### src/rtl/multicycle_sequencer.sv
// Multi-cycle control sequencer for KGP-RISC: steps FETCH/DECODE/EXEC/MEM/WB,
// handshakes with variable-latency memories and traps on illegal opcodes or memory timeouts.
module multicycle_sequencer #(
    parameter int MEM_TIMEOUT = 15,
    parameter int COUNT_W     = 32
) (
    input  logic               clk,
    input  logic               rst,
    input  logic               run,
    input  logic [5:0]         opcode,
    input  logic               flag_zero,
    input  logic               flag_carry,
    input  logic               imem_ready,
    input  logic               dmem_ready,
    output logic               imem_req,
    output logic               ir_write,
    output logic               pc_inc,
    output logic               pc_load,
    output logic               alu_en,
    output logic               dmem_rd,
    output logic               dmem_wr,
    output logic               reg_write,
    output logic [1:0]         wb_sel,
    output logic               retire,
    output logic [COUNT_W-1:0] instr_count,
    output logic               busy,
    output logic               trap,
    output logic [1:0]         trap_cause
);

    typedef enum logic [2:0] {
        S_IDLE, S_FETCH, S_DECODE, S_EXEC, S_MEM, S_WB, S_TRAP
    } state_e;

    localparam logic [5:0] OP_ALU_R = 6'b000000;
    localparam logic [5:0] OP_ALU_I = 6'b000001;
    localparam logic [5:0] OP_SHIFT = 6'b000010;
    localparam logic [5:0] OP_LW    = 6'b000011;
    localparam logic [5:0] OP_SW    = 6'b000100;
    localparam logic [5:0] OP_BZ    = 6'b000101;
    localparam logic [5:0] OP_BR    = 6'b000110;
    localparam logic [5:0] OP_B     = 6'b111100;
    localparam logic [5:0] OP_BL    = 6'b111101;
    localparam logic [5:0] OP_BCY   = 6'b111110;
    localparam logic [5:0] OP_BNCY  = 6'b111111;

    localparam logic [1:0] WB_ALU  = 2'b00;
    localparam logic [1:0] WB_MEM  = 2'b01;
    localparam logic [1:0] WB_LINK = 2'b10;

    localparam logic [1:0] CAUSE_ILLEGAL = 2'b01;
    localparam logic [1:0] CAUSE_TIMEOUT = 2'b10;

    // Last wait-counter value at which a missing ready is still tolerated.
    localparam logic [7:0] WAIT_LAST = 8'(MEM_TIMEOUT - 1);

    state_e             state_q, state_d;
    logic [7:0]         wait_q, wait_d;
    logic [1:0]         wb_sel_q, wb_sel_d;
    logic [1:0]         cause_q, cause_d;
    logic [COUNT_W-1:0] count_q, count_d;
    logic               opcode_legal;

    assign opcode_legal = (opcode <= OP_BR) || (opcode >= OP_B);

    // NOTE: every signal written here gets a default first so no path leaves it
    // unassigned; a missing default would infer a latch.
    always_comb begin
        state_d   = state_q;
        wait_d    = wait_q;
        wb_sel_d  = wb_sel_q;
        cause_d   = cause_q;
        count_d   = count_q;
        imem_req  = 1'b0;
        ir_write  = 1'b0;
        pc_inc    = 1'b0;
        pc_load   = 1'b0;
        alu_en    = 1'b0;
        dmem_rd   = 1'b0;
        dmem_wr   = 1'b0;
        reg_write = 1'b0;
        retire    = 1'b0;

        case (state_q)
            S_IDLE: begin
                if (run) begin
                    state_d = S_FETCH;
                    wait_d  = '0;
                end
            end
            S_FETCH: begin
                imem_req = 1'b1;
                if (imem_ready) begin
                    ir_write = 1'b1;
                    pc_inc   = 1'b1;
                    state_d  = S_DECODE;
                end else if (wait_q == WAIT_LAST) begin
                    state_d = S_TRAP;
                    cause_d = CAUSE_TIMEOUT;
                end else begin
                    wait_d = wait_q + 8'd1;
                end
            end
            S_DECODE: begin
                if (opcode_legal) begin
                    state_d = S_EXEC;
                end else begin
                    state_d = S_TRAP;
                    cause_d = CAUSE_ILLEGAL;
                end
            end
            S_EXEC: begin
                alu_en = 1'b1;
                case (opcode)
                    OP_ALU_R, OP_ALU_I, OP_SHIFT: begin
                        state_d  = S_WB;
                        wb_sel_d = WB_ALU;
                    end
                    OP_LW, OP_SW: begin
                        state_d = S_MEM;
                        wait_d  = '0;
                    end
                    OP_BZ: begin
                        pc_load = flag_zero;
                        retire  = 1'b1;
                    end
                    OP_BR, OP_B: begin
                        pc_load = 1'b1;
                        retire  = 1'b1;
                    end
                    OP_BL: begin
                        pc_load  = 1'b1;
                        state_d  = S_WB;
                        wb_sel_d = WB_LINK;
                    end
                    OP_BCY: begin
                        pc_load = flag_carry;
                        retire  = 1'b1;
                    end
                    OP_BNCY: begin
                        pc_load = ~flag_carry;
                        retire  = 1'b1;
                    end
                    default: begin
                        state_d = S_TRAP;
                        cause_d = CAUSE_ILLEGAL;
                    end
                endcase
            end
            S_MEM: begin
                dmem_rd = (opcode == OP_LW);
                dmem_wr = (opcode != OP_LW);
                if (dmem_ready) begin
                    if (opcode == OP_LW) begin
                        state_d  = S_WB;
                        wb_sel_d = WB_MEM;
                    end else begin
                        retire = 1'b1;
                    end
                end else if (wait_q == WAIT_LAST) begin
                    state_d = S_TRAP;
                    cause_d = CAUSE_TIMEOUT;
                end else begin
                    wait_d = wait_q + 8'd1;
                end
            end
            S_WB: begin
                reg_write = 1'b1;
                retire    = 1'b1;
            end
            S_TRAP: ;
            default: state_d = S_IDLE;
        endcase

        // Instruction boundary: run is only consulted here and in IDLE.
        if (retire) begin
            count_d = count_q + {{(COUNT_W-1){1'b0}}, 1'b1};
            wait_d  = '0;
            state_d = run ? S_FETCH : S_IDLE;
        end
    end

    // NOTE: sequential state uses non-blocking assignments so every register
    // samples the pre-edge values regardless of statement order.
    always_ff @(posedge clk) begin
        if (!rst) begin
            state_q  <= S_IDLE;
            wait_q   <= '0;
            wb_sel_q <= WB_ALU;
            cause_q  <= 2'b00;
            count_q  <= '0;
        end else begin
            state_q  <= state_d;
            wait_q   <= wait_d;
            wb_sel_q <= wb_sel_d;
            cause_q  <= cause_d;
            count_q  <= count_d;
        end
    end

    assign wb_sel      = wb_sel_q;
    assign instr_count = count_q;
    assign trap        = (state_q == S_TRAP);
    assign trap_cause  = cause_q;
    assign busy        = (state_q != S_IDLE) && (state_q != S_TRAP);

endmodule
### config.mk
export PLATFORM = sky130hd
export DESIGN_NAME = multicycle_sequencer
export DESIGN_NICKNAME = d
export VERILOG_FILES = /design/src/rtl/multicycle_sequencer.sv
export SDC_FILE = /design/constraint.sdc
export NUM_CORES = 1
export LEC_CHECK = 0
export ABC_AREA = 1
export CORE_ASPECT_RATIO = 0.75
export CORE_MARGIN = 3
export CORE_UTILIZATION = 40
export CTS_BUF_LIST = sky130_fd_sc_hd__clkbuf_2 sky130_fd_sc_hd__clkbuf_4 sky130_fd_sc_hd__clkbuf_8
export DETAILED_ROUTE_END_ITERATION = 10
export SETUP_SLACK_MARGIN = 0.4
export SYNTH_ARGS = -nofsm -noshare
export SYNTH_HDL_FRONTEND = slang
export SYNTH_SLANG_ARGS = --single-unit
export TNS_END_PERCENT = 5
### constraint.sdc
create_clock -name clk -period 2.8 [get_ports clk]
set_input_delay 0.7 -clock clk [delete_from_list [all_inputs] [get_ports clk]]
set_output_delay 0.7 -clock clk [all_outputs]
set_load 0.03 [all_outputs]
==> metrics.txt, run 1 <==
CP Capture Type=output pin; grt met1 use=36.28%; synthesis-to-layout area growth=29.16%; gr busiest metal=met1; routability cong.=between 1 and 1.5; Vias/cell=4.997; core box area=approximately 0.0075 mm^2; initial antenna violation count=0; largest net degree at the start of global routing=30; Routed wire per std cell=13.72 um; flip-flop and latch count after synthesis=47; cell area after synthesis=0.003192 mm^2; setup ws final=0.2126 ns; WP data required=around 2.1 ns; CTS sink cnt=47; remaining routing DRC violations=0; synth warn=0; setup TNS=0 ns; # nets final=637; period utilization=approximately 90%; mean post-synth cell area=a little under 6 um^2; Root Buffer=clkbuf_8; Num CTS Buffers=5; Post-Synthesis Cells=approximately 550; share of layout cells above drive strength 1=under 10%; first-pass GRT wire length=between 15000 and 20000 um; mux cell area share after synthesis=0%; GRT Total Usage=~22%; gr ovfl total=0; antenna viol nets, final=0; crit path DAT=roughly 1.9 ns; detailed-route via count=roughly 3.6k; met2 usage=a little under a third; critical-path maximum fanout=5; register area share after synthesis=roughly 29%; DIE WIDTH=109.1 um; # setup viols final=0; Initial Util=between 40% and 50%; xor/xnor share of the synthesized area=around 2.7%; fin. max-slew vios=0; leakage=~1.6 nW; Worst Path Class, Setup=primary input to output pin; VDD IR max=approximately 270 uV; pre-CTS WS=-0.09366 ns; H-Tree Level Count=2; RSZ-0062 raised after global routing=yes; worst skew pair latency=0.31 ns; # hold bufs at CTS=0; dpl hpwl=approximately 7600 um; Yosys cell types=28; # rows=27; Worst-Margin Slew=0.4055 ns; Syn Nets=~570; min-delay worst type=flip-flop to flip-flop; Final min period=approximately 2.6 ns; Iter 0 DRT Violations=226; IO buf count=59; max-cap violations=0; Synth Area in Adders=roughly 1.2%; clk_skew=between 0.02 and 0.025 ns; fmax=just under 0.4 GHz; Die Area=between 0.009 and 0.01 mm^2; status=complete, no violations; most common cell after layout, fill and taps aside=nand2_1; # fillers=between 800 and 900; clk buf depth=2; met3 Usage GRT=under 10%; combinational family with the most area after synthesis=simple AND/OR/NAND/NOR gates; final hold violations=0; simple-gate area share of the yosys netlist=47.31%; vias in the first global route=approximately 3.4k; final wirelength=roughly 9900 um; compound-cell area share of the yosys netlist=9.526%; fin cells=723; Clock Pin Slew Worst Setup and Hold Paths=between 0.1 and 0.15 ns; Startpoint Class=primary input; Pwr per Cell Area=approximately 390 mW/mm^2; Reg area=942.2 um^2; CTS tree=built; Slew HR=~73%; Placed Cells=around 710; die height=83.36 um; DRT Pass-1 Iters=5; commonest non-fill, non-tap cells in the layout=nand2_1, nor2_1, inv_1; n_diodes=0; # IOs=60; footprint of the multi-input gates=0.001984 mm^2
==> synthesized netlist by cell type (all sizes together) <==
| cell | n | area, um^2 |
|---|---|---|
| nand2 | 210 | 795.8 |
| nor2 | 77 | 316.5 |
| inv | 62 | 232.7 |
| a21oi | 50 | 250.2 |
| dfxtp | 47 | 940.9 |
| nand3 | 33 | 175.2 |
| nor3 | 21 | 110.1 |
| buf | 10 | 67.56 |
| o21ai | 10 | 53.80 |
| xor2 | 9 | 78.83 |
| nand3b | 7 | 52.55 |
| nand4 | 4 | 25.02 |
| clkbuf | 3 | 11.26 |
| ha | 3 | 37.54 |
| nor3b | 3 | 22.52 |
| or2 | 2 | 12.51 |
| xnor2 | 1 | 8.760 |
==> critical path, stage by stage <==
cell and delay (ns):
dlygate4sd2_1 0.29, nand2_2 0.09, or2_2 0.29, a21oi_2 0.14, nor3b_1 0.06, a21oi_1 0.14, buf_4 0.18
==> per-layer routing <==
metal / routed length [um] / vias to the layer above
met5: 0 / -
met4: 19 / 0
met3: 583 / 2
met2: 3827 / 93
met1: 5486 / 1650
li1: - / 1868
==> per-stage QoR <==
step                hold slack, ns  power [W]  cell area [um^2]  util, %
global placement            0.4321   0.001077              3930    52.17
finish                      0.4571   0.001599              4123    54.73
detailed placement          0.4417   0.001079              3930    52.17
global route                0.4859   0.001668              4123    54.73
floorplan                   0.4532  0.0009602              3192        -
CTS                         0.4613   0.001605              4085    54.23
==> repair_timing <==
item,in CTS,in global routing
setup endpoints to repair,11,18
setup buffers,2,1
resized for setup,17,10
pin swaps,3,4
endpoints found under the hold margin,0,0
==> sequential cells by signal (all words and copies together) (netlist names) <==
signal	count
trap_cause	2
wb_sel	2
wait_q	8
state_q	3
instr_count	32
==> where the power goes <==
group / total [W] / internal (W) / switching [W]
Sequential: 0.000705 / 0.000682 / 0.0000228
Combinational: 0.000365 / 0.000125 / 0.000241
Clock: 0.000528 / 0.000270 / 0.000259
Total: 0.00160 / 0.00108 / 0.000522
==> kinds of logic (layout without fill, tap and decap cells) <==
family / Yosys count / after routing
AOI/OAI and AO/OA: 60 / 60
xor gates and xnor gates: 10 / 10
adders and majority gates: 3 / 3
buffers and inverters: 75 / 145
DFF: 47 / 47
and+or+nand+nor: 357 / 357
==> cell type report <==
| type | instances | share of cell area [%] |
|---|---|---|
| clock buffer | 5 | 1.669 |
| clock inverter | 3 | 1.123 |
| inverter | 62 | 5.645 |
| multi-input combinational | 430 | 48.13 |
| sequential | 47 | 22.85 |
| tap | 101 | 3.065 |
| timing repair buffer | 75 | 17.51 |
==> final timing paths <==
check / from / end / slack [ns] / depth (start not counted)
worst max-delay path: opcode[1] / pc_load / 0.21 / 7
worst min-delay path: trap_cause[1] / trap_cause[1] / 0.46 / 2
worst max register to register: state_q[2] / wait_q[3] / 0.93 / 9
worst min register to register: trap_cause[1] / trap_cause[1] / 0.46 / 2
Note: power is estimated with default switching activity, not from simulation.
==> run 2: changes to the inputs <==
Settings changed: CELL_PAD_IN_SITES_DETAIL_PLACEMENT set to 1, CELL_PAD_IN_SITES_GLOBAL_PLACEMENT set to 1, CORE_UTILIZATION 40 to 39, PLACE_DENSITY_LB_ADDON set to 0.1.
==> run 2 against run 1 <==
Compared with the run above:
- power decreased by 4.8%
- critical path depth up 2
- core utilization down 1.0 points
- combinational power grew 4%
- die area grew 2.4%
- fmax is 4.9% higher
- sequential share of layout area up 0.16 points
- first-iteration DRC count down 21%
- final cell count up 0.28%
- routed wire length grew 18%
- critical path type unchanged
- largest cell class unchanged
==> metrics.txt, run 2 (synthesis results as in run 1) <==
RSZ-0062 raised after global routing=yes (unchanged); cell repeated most along the worst path=a21oi_2; n_diodes=0 (unchanged); CTS sink cnt=47 (unchanged); status=complete, no violations (unchanged); gr busiest metal=met2 (was met1); detailed-route via count=3827 (was 3613); DRT Pass-1 Iters=5 (unchanged); clk_skew=0.01373 ns (was 0.02119 ns); CTS tree=built (unchanged); # hold bufs at CTS=0 (unchanged); fin. max-slew vios=0 (unchanged); IO buf count=59 (unchanged); GRT Total Usage=24.86% (was 22.28%); initial antenna violation count=0 (unchanged); critical-path maximum fanout=4 (was 5); fin cells=725 (was 723); Critical Path Source=opcode[3] (was opcode[1]); # fillers=1072 (was 803); Switch Pwr=0.0005308 W (was 0.0005225 W); # nets final=639 (was 637); # IOs=60 (unchanged); CP Capture Type=output pin (unchanged); worst r2r path cells=8 (was 9); Die Area=0.009317 mm^2 (was 0.009098 mm^2); Critical path buffers and inverters=4 (was 2); Max stage delay on crit path=0.16 ns (was 0.29 ns); Net Sw Frac=34.87% (was 32.68%); Startpoint Class=primary input (unchanged); most common cell after layout, fill and taps aside=nand2_1 (unchanged); gr ovfl total=0 (unchanged); crit path DAT=1.77 ns (was 1.89 ns); setup TNS=0 ns (unchanged); largest net degree at the start of global routing=32 (was 30); Gate power share=24.8% (was 22.9%); Worst Path Class, Setup=primary input to output pin (unchanged); worst hold path depth=2 (unchanged); dpl hpwl=8964 um (was 7646 um); max-cap violations=0 (unchanged); leakage=1.597 nW (was 1.615 nW); HP Start=trap_cause[1] (unchanged); Slew HR=66.59% (was 72.87%); max FFs per register=32 (unchanged); Placed Cells=713 (was 712); Worst-Margin Slew=0.4996 ns (was 0.4055 ns); met2 usage=38.55% (was 30.94%); CP delay by family, top=buffers and inverters (unchanged); grt met1 use=36.39% (was 36.28%); Clock power frac=28.7% (was 33.1%); Vias/cell=5.279 (was 4.997); worst r2r src=instr_count[0] (was state_q[2]); Num CTS Buffers=5 (unchanged); die height=84.35 um (was 83.36 um); vias in the first global route=3818 (was 3380); core box area=0.007635 mm^2 (was 0.007533 mm^2); synthesis-to-layout area growth=28.46% (was 29.16%); H-Tree Level Count=2 (unchanged); remaining routing DRC violations=0 (unchanged); final wirelength=11680 um (was 9918 um); Root Buffer=clkbuf_8 (unchanged); WP data required=2.10 ns (about the same); DIE WIDTH=110.5 um (was 109.1 um); Crit. path cell count=9 (was 7); VDD IR max=200.1 uV (was 271.6 uV); antenna viol nets, final=0 (unchanged); crit path cell chain=buf_2 -> nand2_1 -> nor2_2 -> buf_4 -> inv_1 -> a21oi_2 -> nor3b_2 -> a21oi_2 -> buf_6 (was dlygate4sd2_1 -> nand2_2 -> or2_2 -> a21oi_2 -> nor3b_1 -> a21oi_1 -> buf_4); worst skew pair latency=0.32 ns (was 0.31 ns); CP max stage cell=nor2_2 (was dlygate4sd2_1); min-delay worst type=flip-flop to flip-flop (unchanged); Initial Util=41.81% (was 42.37%); register share of total power=46.4% (was 44.1%); Iter 0 DRT Violations=179 (was 226); period utilization=88.11% (was 92.41%); clk buf depth=2 (unchanged); Clock Pin Slew Worst Setup and Hold Paths=0.09 ns (was 0.11 ns); first-pass GRT wire length=19000 um (was 16550 um); # setup viols final=0 (unchanged); Pwr per Cell Area=371.3 mW/mm^2 (was 387.8 mW/mm^2); Routed wire per std cell=16.11 um (was 13.72 um); share of layout cells above drive strength 1=10.26% (was 8.842%); fmax=0.4054 GHz (was 0.3865 GHz); met3 Usage GRT=4.035% (was 4.118%); final hold violations=0 (unchanged); # rows=27 (unchanged); internal power=0.0009915 W (was 0.001076 W); routability cong.=0.9344 (was 1.029); commonest non-fill, non-tap cells in the layout=nand2_1, nor2_1, inv_1 (unchanged); Final min period=2.467 ns (was 2.587 ns)
-- run 2: worst paths after layout --
path	endpoint	slack [ns]
worst max-delay path	pc_load	0.33
worst max register to register	instr_count[16]	0.81
worst min register to register	trap_cause[1]	0.46
worst min-delay path	trap_cause[1]	0.46
-- run 2: metrics by stage --
stage,power [W],worst slack (ns),utilization [%],cell area [um^2],hold WS [ns]
3_5_place_dp,0.001095,-0.1400,51.74,3950,0.4539
5_1_grt,0.001602,0.2443,53.70,4100,0.5036
3_3_place_gp,0.001082,-0.03334,51.74,3950,0.4437
4_1_cts,0.001524,0.1718,53.21,4063,0.4706
6_report,0.001522,0.3330,53.70,4100,0.4623
2_1_floorplan,0.0009602,0.4096,-,3192,0.4532
-- run 2: worst reg2reg max path, stage by stage, from the launching register on --
cell,delay [ns]
dfxtp_1,0.49
ha_1,0.38
nand3_1,0.14
inv_1,0.16
nand2_1,0.10
nor2_1,0.28
xor2_1,0.19
nand2_1,0.06
a21oi_1,0.13
-- run 2: metal layers --
metal / wire, um / part of all wire, %
met1: 5837 / 50
met2: 4993 / 43
met3: 667 / 5.7
met4: 185 / 1.6
met5: 0 / 0
-- run 2: what timing repair did --
item | in CTS | in global routing
pin swaps | 4 | 6
resized for setup | 20 | 30
setup buffers | 2 | 2
endpoints found under the setup margin | 11 | 11
cloned | 0 | 0
-- run 2: power by group through the flow --
stage	clock network (W)	logic [W]	registers, W
finish	0.000437	0.000378	0.000707
global route	0.000476	0.000416	0.000710
CTS	0.000448	0.000371	0.000705
detailed placement	0	0.000376	0.000720
global placement	0	0.000363	0.000718
floorplan	0	0.000247	0.000714
-- run 2: layout make-up --
type,instances,area (um^2),share of cell area [%]
Multi-Input combinational cell,430,1986,48.43
Clock buffer,6,76.32,1.861
Timing Repair Buffer,77,723.2,17.64
Clock inverter,2,12.51,0.3052
Sequential cell,47,943.4,23.01
Inverter,62,232.7,5.676
Tap cell,101,126.4,3.082
